File: src/rtl/logisim_input_conditioner.sv
// Per-channel pin conditioner: two-flop synchroniser, debounce FSM with stability
// counter, registered clean level, rise/fall pulses and a press-toggle bit.
//
// state   | meaning
// STABLE0 | accepted level 0, watching for a 1
// WAIT1   | sync value 1, counting towards acceptance of 1
// STABLE1 | accepted level 1, watching for a 0
// WAIT0   | sync value 0, counting towards acceptance of 0
module logisim_input_conditioner #(
    parameter int NrOfInputs  = 5,
    parameter int NrOfBits    = 20,
    parameter int StableCount = 500000
) (
    input  logic                  FPGA_GlobalClock,
    input  logic                  RST,
    input  logic [NrOfInputs-1:0] RawIn,
    output logic [NrOfInputs-1:0] Level,
    output logic [NrOfInputs-1:0] RisePulse,
    output logic [NrOfInputs-1:0] FallPulse,
    output logic [NrOfInputs-1:0] Toggle
);

    typedef enum logic [1:0] {
        STABLE0 = 2'd0,
        WAIT1   = 2'd1,
        STABLE1 = 2'd2,
        WAIT0   = 2'd3
    } state_t;

    localparam logic [NrOfBits-1:0] CNT_LAST = NrOfBits'(StableCount - 1);
    localparam logic [NrOfBits-1:0] CNT_ONE  = NrOfBits'(1);

    logic [NrOfInputs-1:0] sync1_q;
    logic [NrOfInputs-1:0] sync2_q;

    always_ff @(posedge FPGA_GlobalClock or posedge RST) begin
        if (RST) begin
            sync1_q <= '0;
            sync2_q <= '0;
        end else begin
            sync1_q <= RawIn;
            sync2_q <= sync1_q;
        end
    end

    for (genvar g = 0; g < NrOfInputs; g++) begin : g_ch
        state_t              state_q, state_d;
        logic [NrOfBits-1:0] cnt_q, cnt_d;
        logic                level_q, level_d;
        logic                rise_q, rise_d;
        logic                fall_q, fall_d;
        logic                toggle_q, toggle_d;
        logic                in_s;

        assign in_s = sync2_q[g];

        always_ff @(posedge FPGA_GlobalClock or posedge RST) begin
            if (RST) begin
                state_q  <= STABLE0;
                cnt_q    <= '0;
                level_q  <= 1'b0;
                rise_q   <= 1'b0;
                fall_q   <= 1'b0;
                toggle_q <= 1'b0;
            end else begin
                state_q  <= state_d;
                cnt_q    <= cnt_d;
                level_q  <= level_d;
                rise_q   <= rise_d;
                fall_q   <= fall_d;
                toggle_q <= toggle_d;
            end
        end

        // The sync value is tested before the count, so a bounce on the final
        // counting cycle still rejects.
        always_comb begin
            state_d = state_q;
            cnt_d   = cnt_q;
            case (state_q)
                STABLE0: begin
                    if (in_s) begin
                        state_d = WAIT1;
                        cnt_d   = '0;
                    end
                end
                WAIT1: begin
                    if (!in_s)                 state_d = STABLE0;
                    else if (cnt_q == CNT_LAST) state_d = STABLE1;
                    else                       cnt_d   = cnt_q + CNT_ONE;
                end
                STABLE1: begin
                    if (!in_s) begin
                        state_d = WAIT0;
                        cnt_d   = '0;
                    end
                end
                WAIT0: begin
                    if (in_s)                  state_d = STABLE1;
                    else if (cnt_q == CNT_LAST) state_d = STABLE0;
                    else                       cnt_d   = cnt_q + CNT_ONE;
                end
                default: begin
                    state_d = STABLE0;
                    cnt_d   = '0;
                end
            endcase
        end

        always_comb begin
            rise_d   = (state_q == WAIT1) && in_s && (cnt_q == CNT_LAST);
            fall_d   = (state_q == WAIT0) && !in_s && (cnt_q == CNT_LAST);
            level_d  = (state_d == STABLE1) || (state_d == WAIT0);
            toggle_d = toggle_q ^ rise_d;
        end

        assign Level[g]     = level_q;
        assign RisePulse[g] = rise_q;
        assign FallPulse[g] = fall_q;
        assign Toggle[g]    = toggle_q;
    end

endmodule

File: config.mk
export PLATFORM = sky130hd
export DESIGN_NAME = logisim_input_conditioner
export DESIGN_NICKNAME = d
export VERILOG_FILES = /design/src/rtl/logisim_input_conditioner.sv
export SDC_FILE = /design/constraint.sdc
export NUM_CORES = 1
export LEC_CHECK = 0
export CAP_MARGIN = 20
export CORE_MARGIN = 2
export CORE_UTILIZATION = 45
export CTS_CLUSTER_SIZE = 14
export DETAILED_ROUTE_END_ITERATION = 16
export GPL_TIMING_DRIVEN = 0
export SYNTH_ARGS = -nofsm -noshare
export SYNTH_HDL_FRONTEND = slang
export SYNTH_SLANG_ARGS = --single-unit
File: constraint.sdc
create_clock -name FPGA_GlobalClock -period 5.1 [get_ports FPGA_GlobalClock]
set_input_delay 1.02 -clock FPGA_GlobalClock [delete_from_list [all_inputs] [get_ports FPGA_GlobalClock]]
set_output_delay 1.02 -clock FPGA_GlobalClock [all_outputs]
set_load 0.1 [all_outputs]
==> reports/results.env <==
NUMBER_OF_GLOBAL_ROUTE_VIAS_BEFORE_REPAIR=5452
CAP_VIOL_MAX_COUNT=0
INITIAL_UTILIZATION_PCT=46.4
FINAL_MIN_PERIOD_OVER_CLOCK_PERIOD_PCT=61.5
NUMBER_OF_ENABLE_TYPE_REGISTER_CELLS_IN_THE_SYNTHESIZED_NETLIST=0
TOTALPOWERFINAL_mW=2.55
LAYOUT.NETS=817
DIE-AREA_UM2=16800
SEQ_AREA_UM2=3450
DRIVE_GT1_SHARE_PCT=8.57
POWER.DENSITY_nW_PER_UM2=309
GRTUSAGETOTAL_PCT=19.5
SYNTH_LARGEST_AREA_CELL='dfrtp_1'
INSERTED_CLOCK_BUFFERS=17
UTILIZATION_PCT=53.9
SYNTHXORXNORAREAFRAC_PCT=3.08
TIMING.SETUP.CRITICAL_PATH_CLASS='reg2out'
AREA_OF_THE_MULTI_INPUT_GATES_UM2=3280
YOSYS.CELL_TYPES.COUNT=52
POSTSYNTHNETCOUNT=771
YOSYS.AREA_SHARE.SIMPLE_PCT=24.2
LAYOUT.CELL_AREA.NON_FILLER_UM2=8260
GRT_ANTENNA_BEFORE_REPAIR=0
FLOORPLAN.CORE_AREA_UM2=15300
WORSTPATHARRIVAL_NS=2.12
HTREEDEPTH=4
FMAXACHIEVABLE_GHz=0.319
POST_SYNTH_INSTANCE_AREA_UM2=7100
SETUP.WORST_PATH.END_CLASS='output pin'
SYNTH_FA_HA_AREA_SHARE_PCT=0.881
CTS-ROOT-TO-SINK-BUFFERS=2
SYN_AREA_PER_CELL_UM2=9.36
SETUP_VIOL=0
GLOBAL_ROUTE_WIRE_LENGTH_BEFORE_REPAIR_UM=26400
FINAL_HOLD_VIOL_COUNT=0
NUMBER_OF_TOP_LEVEL_DESIGN_PORTS=27
TIMING.CRITICAL_PATH.FANOUT_MAX=6
MAX-VDD-IR-DROP_mV=0.242
GRT_SETUP_UNREPAIRED='no'
WORST_SKEW_PAIR.LATE_LATENCY_NS=0.42
ROUTED_WIRE_LENGTH_PER_INSTANCE_UM=14.9
FINAL.FILL_COUNT=1386
TIMING.CRITICAL_PATH.FROM_TYPE='flop'
DRT_PRE_ANTENNA_ITERS=5
ANT_NETS=0
SYNTH.TOP_CELLS.BY_AREA='dfrtp_1, o21ai_0, nand2_1, nand3_1, nor2_1'
POST_SYNTHESIS_CELL_COUNT=759
DR.FIRST_ITER.DRC_COUNT=516
FINALWORSTPATHREQUIREDPERIOD_NS=3.14
HOLD_DEPTH=0
DRC=0
FINALMAXSLEWVIOLATIONS=0
DRT-VIAS-PER-INSTANCE=5.69
TRITONCTS='yes'
PLACEDCELLCOUNT=997
MAX_CLOCK_SKEW_NS=0.0163
GRT_START_MAX_NET_PINS=91
WORSTREGTOREGCELLS=7
IO_BUFFERS=26
P_LEAK_nW=3.47
FFS_LATCHES_SYNTH=138
DIODE_INSERTION_COUNT_FOR_ANTENNA_REPAIR=0
CTS.REPAIR.RESIZED=0
SYNTH_COMPOUND_GATE_AREA_SHARE_PCT=14.8
DIE_WIDTH_UM=130
DIEHEIGHT_UM=130
TIMING.HOLD.WORST.CLASS='reg2reg'
WORSTPATHREQUIRED_NS=4.08
POSTPLACECELLAREA_UM2=7660
ASYNC_RESET_FF_SHARE_PCT=100
ROWS=45
CLKTRANSATPATHREGS_NS=0.06
SYNTH_TOP_CELL_AREA_SHARE_PCT=48.6
AREA_GROWTH_PCT=16.2
HPWL_UM=10200
LAYOUT.CELLS.NON_FILLER=1028
NUM_VIAS=5848
DOMINANT_COMBINATIONAL_CELL_FAMILY_BY_AREA_AFTER_SYNTHESIS='simple AND/OR/NAND/NOR gates'
RUN_STATUS='finished, final reports clean'
SYNTH.MUX.AREA_FRACTION_PCT=3.28
PLACER_CONGESTION_ESTIMATE=0.886
TIMING.MAX_SLEW.REL_SLACK_PCT=29.1
ROUTE.FINAL.WIRE_LENGTH_UM=15300
SYNTH.YOSYS.SEQ_AREA_SHARE_PCT=48.6
SYNTH_TOP_FLOP_CELL='dfrtp_1'
CELL_AT_THE_ROOT_OF_THE_CLOCK_TREE='clkbuf_16'
CTS_SINKS=138
HOLDBUFCOUNTCTS=0
SYNTHESIS.YOSYS.WARNINGS=0
OVERFLOW=0
SETUP_FIX_BUFS_POST_CTS=0
WORST-SLEW-PIN-TRANSITION_NS=1.06
[cells in the mapped netlist, types with 6 or more instances]
cell type	number
xor2_1	19
o31ai_1	25
nand3_1	47
or3_1	13
dfrtp_1	138
nor3b_1	10
nand2b_1	6
inv_1	22
nand4_1	28
xnor2_1	6
nand4b_1	6
clkbuf_1	28
a22o_1	6
mux2i_1	12
and2_1	12
nand2_1	82
a31oi_1	15
buf_4	21
o211ai_1	6
nor2_1	52
nor3_1	21
nor4_1	12
o21ai_0	62
a21oi_1	25
and3_1	14
mux2_2	10
o41ai_1	6
[where the power goes]
part | internal, mW | total (mW) | switching, mW
sequential | 1.13 | 1.17 | 0.0396
clock | 0.804 | 1.25 | 0.450
combinational | 0.0429 | 0.133 | 0.0898
total | 1.97 | 2.55 | 0.579
[critical path: stages (launching register included)]
cell and delay [ns]:
dfrtp_1 0.44, buf_4 0.14, clkdlybuf4s50_1 1.12
[placed cells by master (no fill, tap or decap), drive strengths merged, types with 6 or more instances in the layout]
cell	count
a21oi	25
a22o	6
a31oi	15
and2	12
and3	14
buf	25
clkbuf	52
clkdlybuf4s50	26
dfrtp	138
inv	22
mux2	10
mux2i	12
nand2	82
nand2b	6
nand3	47
nand4	28
nand4b	6
nor2	52
nor3	21
nor3b	11
nor4	12
o211ai	6
o21ai	63
o31ai	25
o41ai	6
or3	14
xnor2	6
xor2	19
[registers in the layout, indices dropped and copies added (netlist names)]
register       flops
g_ch.cnt_q       100
g_ch.fall_q        5
g_ch.level_q       5
g_ch.rise_q        5
g_ch.state_q       8
g_ch.toggle_q      5
sync1_q            5
sync2_q            5
[final cells by class]
| cell class | count | area share (%) |
|---|---|---|
| Clock inverter | 7 | 1.39 |
| Multi-Input combinational cell | 547 | 39.8 |
| Buffer | 52 | 3.44 |
| Inverter | 22 | 1.06 |
| Clock buffer | 24 | 5.83 |
| Tap cell | 211 | 3.20 |
| Sequential cell | 138 | 41.8 |
| Timing Repair Buffer | 27 | 3.48 |
[stage by stage]
step	setup slack (ns)	TNS (ns)	hold slack, ns
after floorplan	0.384	0	0.331
final	1.96	0	0.348
after detailed placement	2.40	0	0.335
after CTS	1.94	0	0.348
after global placement	-1.60	-219.38	0.332
after global routing	1.90	0	0.354
[cells by family (layout without fill, tap and decap cells)]
group           count (synthesis)  after routing
fa+ha+maj                       5              5
buf+inv                        74            132
simple gates                  327            327
mux                            22             22
compound gates                168            168
xor+xnor                       25             25
flops                         138            138
[per-layer routing]
metal	GRT usage, %	vias to the layer above	part of all wire (%)
met5	0	-	0
met3	4.87	10	4.2
met1	27.5	2856	48
met4	4.62	0	0.82
li1	-	2858	-
met2	30.4	124	47
[final timing paths]
path                                  startpoint                 to  slack, ns
max in group asynchronous                    RST   g_ch[1].cnt_q[1]       3.31
worst max register to register  g_ch[4].cnt_q[8]  g_ch[4].cnt_q[14]       2.52
worst min-delay path                  sync1_q[3]         sync2_q[3]       0.35
min in group asynchronous                    RST     g_ch[0].fall_q       1.00
worst min register to register        sync1_q[3]         sync2_q[3]       0.35
worst max-delay path             g_ch[3].level_q           Level[3]       1.96
(Power assumes the default switching activity.)
